[config.mk]
export PLATFORM = sky130hd
export DESIGN_NAME = axiline_sample_feeder
export DESIGN_NICKNAME = d
export VERILOG_FILES = /design/src/rtl/axiline_sample_feeder.sv
export SDC_FILE = /design/constraint.sdc
export NUM_CORES = 1
export LEC_CHECK = 0
export BUFFER_PORTS_ARGS = -buffer_cell sky130_fd_sc_hd__buf_2
export CORE_AREA = 10 10 197 125
export DETAILED_ROUTE_END_ITERATION = 8
export DIE_AREA = 0 0 207 135
export PLACE_DENSITY = 0.79
export SETUP_SLACK_MARGIN = 0.4
export SLEW_MARGIN = 30
export SYNTH_ARGS = -nofsm -noshare
export SYNTH_HDL_FRONTEND = slang
export SYNTH_SLANG_ARGS = --single-unit
export TNS_END_PERCENT = 10
[constraint.sdc]
create_clock -name clk -period 4.4 [get_ports clk]
set_input_delay 0.88 -clock clk [delete_from_list [all_inputs] [get_ports clk]]
set_output_delay 0.88 -clock clk [all_outputs]
set_load 0.02 [all_outputs]
[src/rtl/axiline_sample_feeder.sv]
// axiline_sample_feeder: ping-pong sample buffer feeding the Axiline SGD
// datapath. The host streams SIZE feature words and then one label word into
// the free bank. The other bank is sent element-by-element on a valid/ready
// stream that carries x, y and last.
// Optional feature: define AXILINE_FEEDER_CNT_EN to add the sample_cnt port
// and its wrapping 16-bit counter of transmitted samples.

// One storage bank: SIZE feature registers, a label register and a full flag.
module axiline_feeder_bank #(
  parameter int W    = 8,
  parameter int SIZE = 16,
  parameter int IW   = $clog2(SIZE)
) (
  input  logic                     clk,
  input  logic                     rst_n,
  input  logic                     wr_x,
  input  logic                     wr_label,
  input  logic [IW-1:0]            wr_idx,
  input  logic [W-1:0]             wr_data,
  input  logic                     clr,
  output logic [SIZE-1:0][W-1:0]   x,
  output logic [W-1:0]             label,
  output logic                     full
);
  // Capture features and the label. The label write marks the bank full.
  // Set and clear never coincide on one bank because the write side only
  // fills a bank that is empty.
  always_ff @(posedge clk or negedge rst_n) begin
    if (!rst_n) begin
      x     <= '0;
      label <= '0;
      full  <= 1'b0;
    end else begin
      if (wr_x) x[wr_idx] <= wr_data;
      if (wr_label) begin
        label <= wr_data;
        full  <= 1'b1;
      end else if (clr) begin
        full  <= 1'b0;
      end
    end
  end
endmodule

module axiline_sample_feeder #(
  parameter int INPUT_BITWIDTH = 8,
  parameter int SIZE           = 16,
  localparam int W             = INPUT_BITWIDTH,
  localparam int IW            = $clog2(SIZE),
  localparam int WIW           = $clog2(SIZE + 1)
) (
  input  logic          clk,
  input  logic          rst_n,
  input  logic          s_valid,
  output logic          s_ready,
  input  logic [W-1:0]  s_data,
  output logic          m_valid,
  input  logic          m_ready,
  output logic [W-1:0]  m_x,
  output logic [W-1:0]  m_y,
  output logic          m_last,
  output logic [IW-1:0] m_idx
`ifdef AXILINE_FEEDER_CNT_EN
  ,output logic [15:0]  sample_cnt
`endif
);
  typedef enum logic {IDLE, SEND} state_t;

  state_t                       state;
  logic                         wb, rb;
  logic [WIW-1:0]               widx;
  logic [IW-1:0]                ridx;
  logic [1:0][SIZE-1:0][W-1:0]  bx;
  logic [1:0][W-1:0]            blabel;
  logic [1:0]                   bfull;

  logic s_hs, is_label, lbl_wr, r_hs, r_final;

  assign s_ready  = !bfull[wb];
  assign s_hs     = s_valid && s_ready;
  assign is_label = (widx == WIW'(SIZE));
  assign lbl_wr   = s_hs && is_label;
  assign r_hs     = m_valid && m_ready;
  assign r_final  = r_hs && (ridx == IW'(SIZE - 1));

  // The read side reads only banks whose full flag is set, so these
  // outputs are stable while a stalled element waits for m_ready.
  assign m_x    = bx[rb][ridx];
  assign m_y    = blabel[rb];
  assign m_idx  = ridx;
  assign m_last = m_valid && (ridx == IW'(SIZE - 1));

  genvar b;
  generate
    for (b = 0; b < 2; b++) begin : g_bank
      axiline_feeder_bank #(.W(W), .SIZE(SIZE), .IW(IW)) u_bank (
        .clk      (clk),
        .rst_n    (rst_n),
        .wr_x     (s_hs && !is_label && (wb == 1'(b))),
        .wr_label (lbl_wr && (wb == 1'(b))),
        .wr_idx   (widx[IW-1:0]),
        .wr_data  (s_data),
        .clr      (r_final && (rb == 1'(b))),
        .x        (bx[b]),
        .label    (blabel[b]),
        .full     (bfull[b])
      );
    end
  endgenerate

  // Write pointer: step through features, then the label closes the bank
  // and moves to the other one.
  always_ff @(posedge clk or negedge rst_n) begin
    if (!rst_n) begin
      wb   <= 1'b0;
      widx <= '0;
    end else if (s_hs) begin
      if (is_label) begin
        wb   <= ~wb;
        widx <= '0;
      end else begin
        widx <= widx + 1'b1;
      end
    end
  end

  // Read FSM. A label landing in the bank about to be read counts as full
  // already, so the first element is valid the cycle after the label edge.
  always_ff @(posedge clk or negedge rst_n) begin
    if (!rst_n) begin
      state   <= IDLE;
      m_valid <= 1'b0;
      rb      <= 1'b0;
      ridx    <= '0;
    end else begin
      case (state)
        IDLE: begin
          if (bfull[rb] || (lbl_wr && (wb == rb))) begin
            state   <= SEND;
            m_valid <= 1'b1;
          end
        end
        SEND: begin
          if (r_final) begin
            rb   <= ~rb;
            ridx <= '0;
            // Other bank already loaded: continue with no bubble.
            if (!(bfull[~rb] || (lbl_wr && (wb != rb)))) begin
              state   <= IDLE;
              m_valid <= 1'b0;
            end
          end else if (r_hs) begin
            ridx <= ridx + 1'b1;
          end
        end
        default: begin
          state   <= IDLE;
          m_valid <= 1'b0;
        end
      endcase
    end
  end

`ifdef AXILINE_FEEDER_CNT_EN
  // Count completed samples; wraps naturally at 16 bits.
  always_ff @(posedge clk or negedge rst_n) begin
    if (!rst_n) sample_cnt <= '0;
    else if (r_final) sample_cnt <= sample_cnt + 16'd1;
  end
`else
  // Sample counter not built.
`endif

endmodule

==> results.sh, run 1 <==
export IMPL_cp_slowest_stage_delay_ps=850
export IMPL_timing_final_max_slew_violations=0
export IMPL_switching_share_of_total_power_pct=33.0
export IMPL_max_cap_viol_count=0
export IMPL_worstPathCellList="nand2b_1 -> o221ai_1 -> o32a_1 -> buf_2"
export IMPL_unrepaired_setup_endpoints_after_global_routing="true"
export IMPL_port_buffers=34
export IMPL_max_freq_ghz=0.250
export IMPL_synth_edff_count=0
export IMPL_critPathRequiredTime_ps=3520
export IMPL_vdd_ir_drop_worst_uv=454
export IMPL_layout_cells_most_common="sky130_fd_sc_hd__mux2_2"
export IMPL_max_slew_headroom_at_the_worst_pin_pct=35.4
export IMPL_htreeDepth=1
export IMPL_cts_root_to_sink_buffers=3
export IMPL_synthArstFlopShare_pct=100
export IMPL_yosys_register_bits=287
export IMPL_drt_pre_antenna_iters=7
export IMPL_synth_yosys_seq_area_share_pct=53.4
export IMPL_num_nets_final=928
export IMPL_setup_tns_ps=0
export IMPL_layout_drive_gt1_share_pct=50.1
export IMPL_tightestPinTransition_ps=964
export IMPL_postRouteAntennaNets=0
export IMPL_top_library_cells_by_usage_in_the_layout_fill_and_taps_aside="290 x sky130_fd_sc_hd__mux2_2, 285 x sky130_fd_sc_hd__dfrtp_1, 48 x sky130_fd_sc_hd__mux4_2, 40 x sky130_fd_sc_hd__mux2i_1, 33 x sky130_fd_sc_hd__buf_2"
export IMPL_postSynthNetCount=919
export IMPL_post_route_period_util_pct=90.7
export IMPL_area_growth_syn_to_layout_pct=9.09
export IMPL_placement_rows=41
export IMPL_track_usage_pct=23.2
export IMPL_die_area_sq_um=27900
export IMPL_grt_overflow=0
export IMPL_final_util_pct=70.4
export IMPL_fin_total_pwr_mw=9.41
export IMPL_detailedPlacementHpwl_um=20800
export IMPL_post_synthesis_instance_total=902
export IMPL_total_leakage_power_nw=6.68
export IMPL_drt_first_iter_violations=638
export IMPL_first_pass_grt_wire_length_um=50900
export IMPL_routed_wire_length_per_instance_um=26.8
export IMPL_cp_max_fo=23
export IMPL_dr_total_vias=8037
export IMPL_cts_hold_buffers=0
export IMPL_multiInputGateArea_sq_um=5920
export IMPL_cp_start_kind="flip-flop"
export IMPL_initial_core_util_pct=64.6
export IMPL_clock_sinks=287
export IMPL_number_of_buffers_inserted_during_clock_tree_synthesis=26
export IMPL_avgViaCountPerCell=6.66
export IMPL_routed_wirelength_um=32300
export IMPL_post_syn_area_per_cell_sq_um=14.9
export IMPL_period_minus_slack_ps=3990
export IMPL_hold_class="input port to async pin"
export IMPL_critical_path_slowest_cell="sky130_fd_sc_hd__dfrtp_1"
export IMPL_clk_insertion_delay_late_ps=550
export IMPL_clk_pin_slew_worst_paths_ps=60
export IMPL_netlist_cell_type_count=46
export IMPL_ios=35
export IMPL_power_sequential_fraction_pct=42.9
export IMPL_dp_worst_setup_slack_ps=877
export IMPL_gp_routability_congestion=0.887
export IMPL_p_int_mw=6.31
export IMPL_postSynth_topFlopCell="sky130_fd_sc_hd__dfrtp_1"
export IMPL_layout_fillers=1332
export IMPL_ys_warnings_count=0
export IMPL_total_switching_power_mw=3.11
export IMPL_clock_power_share_pct=23.9
export IMPL_drc=0
export IMPL_n_antenna_cell=0
export IMPL_antenna_found_initial=0
export IMPL_cts_root_buf="sky130_fd_sc_hd__clkbuf_16"
export IMPL_run_status="finished clean"
export IMPL_layout_area_seq_sq_um=7190
export IMPL_syn_area_sq_um=13400
export IMPL_worst_setup_path_end_kind="output port"
export IMPL_dieWidth_um=207
export IMPL_worstSetupPathType="flip-flop to output port"
export IMPL_powerDensity_nw_per_um2=642
export IMPL_floorplan_core_area_sq_um=20800
export IMPL_cts_tree="done"
export IMPL_vertical_die_dimension_um=135
export IMPL_grt_start_max_net_pins=108
export IMPL_finClkSkew_ps=27.5
export IMPL_number_of_global_route_vias_before_repair=8383
export IMPL_number_of_hold_slack_violations_in_the_final_timing_report=0
export IMPL_finalWorstSetupSlack_ps=408
export IMPL_combPwrFrac_pct=33.2
export IMPL_setup_viol=0
export IMPL_worst_endpoint_arrival_ps=3110
==> worst paths after layout <==
check | slack, ps | endpoint | start | cells past startpoint
setup / recovery | 410 | m_x[4] | m_idx[1]$_DFFE_PN0P_ | 4
hold / removal | 380 | g_bank[0].u_bank.x[43]$_DFFE_PN0P_ | rst_n | 1
setup reg to reg | 1590 | g_bank[0].u_bank.label[4]$_DFFE_PN0P_ | widx[0]$_DFFE_PN0P_ | 5
hold reg to reg | 500 | g_bank[0].u_bank.x[75]$_DFFE_PN0P_ | g_bank[0].u_bank.x[75]$_DFFE_PN0P_ | 1
max in group asynchronous | 2870 | g_bank[1].u_bank.x[29]$_DFFE_PN0P_ | rst_n | 2
min in group clk | 500 | g_bank[0].u_bank.x[75]$_DFFE_PN0P_ | g_bank[0].u_bank.x[75]$_DFFE_PN0P_ | 1
==> per-stage QoR <==
stage               hold WS (ps)  std cells  instance area (sq um)
finish                       379       1206                  14700
global route                 439       1206                  14700
CTS                          423       1206                  14700
detailed placement           489       1161                  13800
global placement             481       1161                  13800
floorplan                    474        902                  13400
==> power by group through the flow <==
stage | combinational [mW] | clock, mW | sequential (mW)
floorplan | 2.34 | 0 | 3.81
global placement | 2.99 | 0 | 4.00
detailed placement | 3.07 | 0 | 4.07
CTS | 3.10 | 2.27 | 4.03
global route | 3.33 | 2.38 | 4.13
finish | 3.13 | 2.25 | 4.04
==> final cells by class <==
type,instances,share of cell area (%)
Timing Repair Buffer,48,2.25
Inverter,15,0.384
Clock buffer,37,5.07
Tap cell,279,2.38
Sequential cell,287,49.0
Clock inverter,7,0.580
Multi-Input combinational cell,533,40.3
==> per-layer routing <==
layer / GRT usage, % / share of wire [%]
met1: 33.6 / 45
met2: 34.7 / 44
met3: 5.48 / 8.4
met4: 5.37 / 2.2
met5: 0 / 0
==> critical path: cells and delay by family (launching register included) <==
family                 cells  cell delay (ps)
and+or+nand+nor            1              660
buffers and inverters      1              170
DFF                        1              850
AOI/OAI and AO/OA          2              880
==> kinds of logic (layout without fill, tap and decap cells) <==
group / after synthesis / in the layout / synth area share [%]
flip-flops: 287 / 287 / 53.4
XOR/XNOR: 4 / 4 / 0.261
multiplexers: 380 / 380 / 35.5
adder cells (fa/ha/maj): 5 / 5 / 0.465
buffers and inverters: 82 / 107 / 2.61
AND/OR/NAND/NOR: 96 / 96 / 5.06
AO/OA/AOI/OAI: 48 / 48 / 2.70
==> synth_stat cells, types with 5 or more instances <==
master	number	area share, %
sky130_fd_sc_hd__nand2_2	11	0.51
sky130_fd_sc_hd__clkbuf_1	40	1.1
sky130_fd_sc_hd__mux2_2	290	24
sky130_fd_sc_hd__mux4_2	48	8.0
sky130_fd_sc_hd__nand3_2	15	1.1
sky130_fd_sc_hd__ha_1	5	0.47
sky130_fd_sc_hd__a21oi_1	11	0.41
sky130_fd_sc_hd__o221ai_1	16	1.0
sky130_fd_sc_hd__inv_1	14	0.39
sky130_fd_sc_hd__nor2_1	20	0.56
sky130_fd_sc_hd__buf_2	18	0.67
sky130_fd_sc_hd__nor2b_1	12	0.56
sky130_fd_sc_hd__dfrtp_1	287	53
sky130_fd_sc_hd__nand3_1	7	0.26
sky130_fd_sc_hd__o32a_1	8	0.60
sky130_fd_sc_hd__nand2_1	5	0.14
sky130_fd_sc_hd__mux2i_1	41	3.1
==> sequential cells by signal (all words and copies together) (netlist names) <==
| signal | count |
|---|---|
| wb | 1 |
| rb | 1 |
| widx | 5 |
| g_bank.u_bank.x | 256 |
| m_valid | 1 |
| m_idx | 4 |
| g_bank.u_bank.label | 16 |
| state | 1 |
| g_bank.u_bank.full | 2 |
==> repair_timing <==
item | 4_1_cts | 5_1_grt
resized for setup | 0 | 1
setup buffers | 1 | 0
setup endpoints to repair | 5 | 3
No activity file was read; power rests on OpenSTA's default activity.
==> inputs of run 2 (changes only) <==
--- a/config.mk
+++ b/config.mk
@@ -6,13 +6,14 @@
 export NUM_CORES = 1
 export LEC_CHECK = 0
 export BUFFER_PORTS_ARGS = -buffer_cell sky130_fd_sc_hd__buf_2
-export CORE_AREA = 10 10 197 125
+export CORE_AREA = 10 10 196 124
 export DETAILED_ROUTE_END_ITERATION = 8
-export DIE_AREA = 0 0 207 135
+export DIE_AREA = 0 0 206 134
 export PLACE_DENSITY = 0.79
 export SETUP_SLACK_MARGIN = 0.4
 export SLEW_MARGIN = 30
 export SYNTH_ARGS = -nofsm -noshare
 export SYNTH_HDL_FRONTEND = slang
+export SYNTH_HIERARCHICAL = 1
 export SYNTH_SLANG_ARGS = --single-unit
 export TNS_END_PERCENT = 10
==> results.sh, run 2 <==
export IMPL_run_status="finished clean"
export IMPL_vertical_die_dimension_um=134
export IMPL_initial_core_util_pct=63.9
export IMPL_biggestRegsByFlops="g_bank.u_bank/x (256), g_bank.u_bank/label (16), widx (5)"
export IMPL_layout_fillers=1333
export IMPL_avgViaCountPerCell=6.53
export IMPL_gp_routability_congestion=0.823
export IMPL_top_register="g_bank.u_bank/x"
export IMPL_max_freq_ghz=0.263
export IMPL_cp_max_fo=35
export IMPL_timing_final_max_slew_violations=0
export IMPL_cp_slowest_stage_delay_ps=570
export IMPL_finClkSkew_ps=12.0
export IMPL_total_leakage_power_nw=6.70
export IMPL_drt_first_iter_violations=630
export IMPL_floorplan_core_area_sq_um=20700
export IMPL_first_pass_grt_wire_length_um=49900
export IMPL_routed_wirelength_um=32400
export IMPL_setup_viol=0
export IMPL_netlist_cell_type_count=41
export IMPL_cts_root_to_sink_buffers=3
export IMPL_worstPathCellList="buf_12 -> mux4_2 -> mux4_2 -> mux2_2 -> buf_2"
export IMPL_clk_insertion_delay_late_ps=540
export IMPL_top_library_cells_by_usage_in_the_layout_fill_and_taps_aside="284 x sky130_fd_sc_hd__dfrtp_1, 249 x sky130_fd_sc_hd__mux2_2, 80 x sky130_fd_sc_hd__mux4_2, 33 x sky130_fd_sc_hd__buf_2, 27 x sky130_fd_sc_hd__clkbuf_16"
export IMPL_powerDensity_nw_per_um2=654
export IMPL_hold_class="input port to async pin"
export IMPL_worst_setup_path_end_kind="output port"
export IMPL_tightestPinTransition_ps=920
export IMPL_die_area_sq_um=27600
export IMPL_worstSetupPathType="flip-flop to output port"
export IMPL_dr_total_vias=7424
export IMPL_syn_area_sq_um=13300
export IMPL_synth_area_leaders="sky130_fd_sc_hd__dfrtp_1 54%, sky130_fd_sc_hd__mux2_2 21%, sky130_fd_sc_hd__mux4_2 14%"
export IMPL_dieWidth_um=206
export IMPL_yosys_area_top_type_share_pct=54.2
export IMPL_n_antenna_cell=0
export IMPL_synth_edff_count=0
export IMPL_ios=35
export IMPL_number_of_hold_slack_violations_in_the_final_timing_report=0
export IMPL_post_route_period_util_pct=86.3
export IMPL_post_synthesis_instance_total=822
export IMPL_antenna_found_initial=1
export IMPL_cts_repair_resize_count=0
export IMPL_clock_sinks=287
export IMPL_synth_yosys_seq_area_share_pct=54.2
export IMPL_port_buffers=34
export IMPL_postSynth_topFlopCell="sky130_fd_sc_hd__dfrtp_1"
export IMPL_clk_pin_slew_worst_paths_ps=60
export IMPL_num_nets_final=862
export IMPL_layout_cells_most_common="sky130_fd_sc_hd__dfrtp_1"
export IMPL_cts_hold_buffers=0
export IMPL_synthArstFlopShare_pct=100
export IMPL_drt_pre_antenna_iters=5
export IMPL_cts_tree="done"
export IMPL_track_usage_pct=23.9
export IMPL_synthTopCellsByCount="287 x sky130_fd_sc_hd__dfrtp_1, 249 x sky130_fd_sc_hd__mux2_2, 80 x sky130_fd_sc_hd__mux4_2, 34 x sky130_fd_sc_hd__clkbuf_1, 23 x sky130_fd_sc_hd__mux2_1"
export IMPL_hold_ws_ps=204
export IMPL_synth_top_area_cell="sky130_fd_sc_hd__dfrtp_1"
export IMPL_detailedPlacementHpwl_um=20600
export IMPL_postRouteAntennaNets=0
export IMPL_layout_drive_gt1_share_pct=53.4
export IMPL_htreeDepth=1
export IMPL_number_of_buffers_inserted_during_clock_tree_synthesis=27
export IMPL_critPathRequiredTime_ps=3520
export IMPL_grt_overflow=0
export IMPL_largest_register_ff_count=256
export IMPL_routed_wire_length_per_instance_um=28.5
export IMPL_yosys_register_bits=287
export IMPL_drc=0
export IMPL_max_cap_viol_count=0
export IMPL_placement_rows=41
export IMPL_grt_start_max_net_pins=122
export IMPL_cts_root_buf="sky130_fd_sc_hd__clkbuf_16"
export IMPL_crit_top_cell="sky130_fd_sc_hd__mux4_2"
export IMPL_vdd_ir_drop_worst_uv=407
export IMPL_postSynthNetCount=837
export IMPL_ys_warnings_count=6
export IMPL_unrepaired_setup_endpoints_after_global_routing="false"
export IMPL_worst_endpoint_arrival_ps=2920
export IMPL_number_of_global_route_vias_before_repair=8014
export IMPL_setup_tns_ps=0
export IMPL_area_growth_syn_to_layout_pct=9.70
export IMPL_cp_start_kind="flip-flop"
export IMPL_max_slew_headroom_at_the_worst_pin_pct=38.6
export IMPL_critical_path_slowest_cell="sky130_fd_sc_hd__mux4_2"
export IMPL_post_syn_area_per_cell_sq_um=16.1
export IMPL_period_minus_slack_ps=3800
export IMPL_yosys_cell_count_top_type="sky130_fd_sc_hd__dfrtp_1"
## run 2: repair_timing
action,in CTS,in global routing
hold endpoints to repair,0,0
buffers inserted,1,4
endpoints found under the setup margin,8,2
## run 2: path summary, 6_finish.rpt
kind / startpoint / to / slack, ps / depth (start not counted)
max reg2reg: widx[1]$_DFFE_PN0N_ / g_bank[0].u_bank/x[33]$_DFFE_PN0P_ / 860 / 8
min reg2reg: g_bank[0].u_bank/x[125]$_DFFE_PN0P_ / g_bank[0].u_bank/x[125]$_DFFE_PN0P_ / 490 / 1
max: m_idx[0]$_DFFE_PN0P_ / m_x[1] / 600 / 5
max in group asynchronous: rst_n / g_bank[0].u_bank/x[34]$_DFFE_PN0P_ / 2960 / 3
min: rst_n / g_bank[0].u_bank/x[64]$_DFFE_PN0P_ / 200 / 1
min in group clk: g_bank[0].u_bank/x[125]$_DFFE_PN0P_ / g_bank[0].u_bank/x[125]$_DFFE_PN0P_ / 490 / 1
## run 2: final cells by class
class                           count  area, sq um  area share, %
Sequential cell                   287         7190           49.4
Inverter                            8         30.0          0.207
Multi-Input combinational cell    474         5780           39.8
Clock inverter                      4         23.8          0.164
Clock buffer                       36          779           5.36
Timing Repair Buffer               49          383           2.63
Tap cell                          279          349           2.40
## run 2: kinds of logic after synthesis
kind of cell | synth area share [%]
muxes | 38.7
adders and majority gates | 0.283
and+or+nand+nor | 3.53
AOI/OAI and AO/OA | 0.821
DFF | 54.2
xor gates and xnor gates | 0.330
buffers and inverters | 2.16
## run 2: critical path, delay by kind of cell, from the launching register on
family,cells,cell delay (ps)
mux,3,1380
buf+inv,2,440
flops,1,530
## run 2: routing by layer
layer  track usage, %  part of all wire [%]  wire length (um)
met2             35.5                    45             14500
met3             7.72                   8.9              2900
met4             6.14                   2.7               865
met1             33.4                    44             14200
met5                0                     0                 0
## run 2: through the flow
stage / std cells / worst slack, ps / total power [mW] / utilization, % / instance area, sq um
2_1_floorplan: 822 / 1100 / 6.38 / - / 13300
3_3_place_gp: 1091 / 917 / 7.03 / 65.8 / 13600
3_5_place_dp: 1091 / 863 / 7.25 / 65.9 / 13600
4_1_cts: 1132 / 436 / 9.50 / 69.9 / 14500
5_1_grt: 1137 / 534 / 9.97 / 70.1 / 14500
6_report: 1137 / 603 / 9.51 / 70.1 / 14500
## run 2: report_power, final
part	total (mW)	switching, mW	leakage, nW	internal (mW)
sequential	4.37	0.692	3.77	3.67
clock	2.18	0.962	0.402	1.22
combinational	2.96	1.21	2.52	1.75
total	9.51	2.86	6.70	6.64
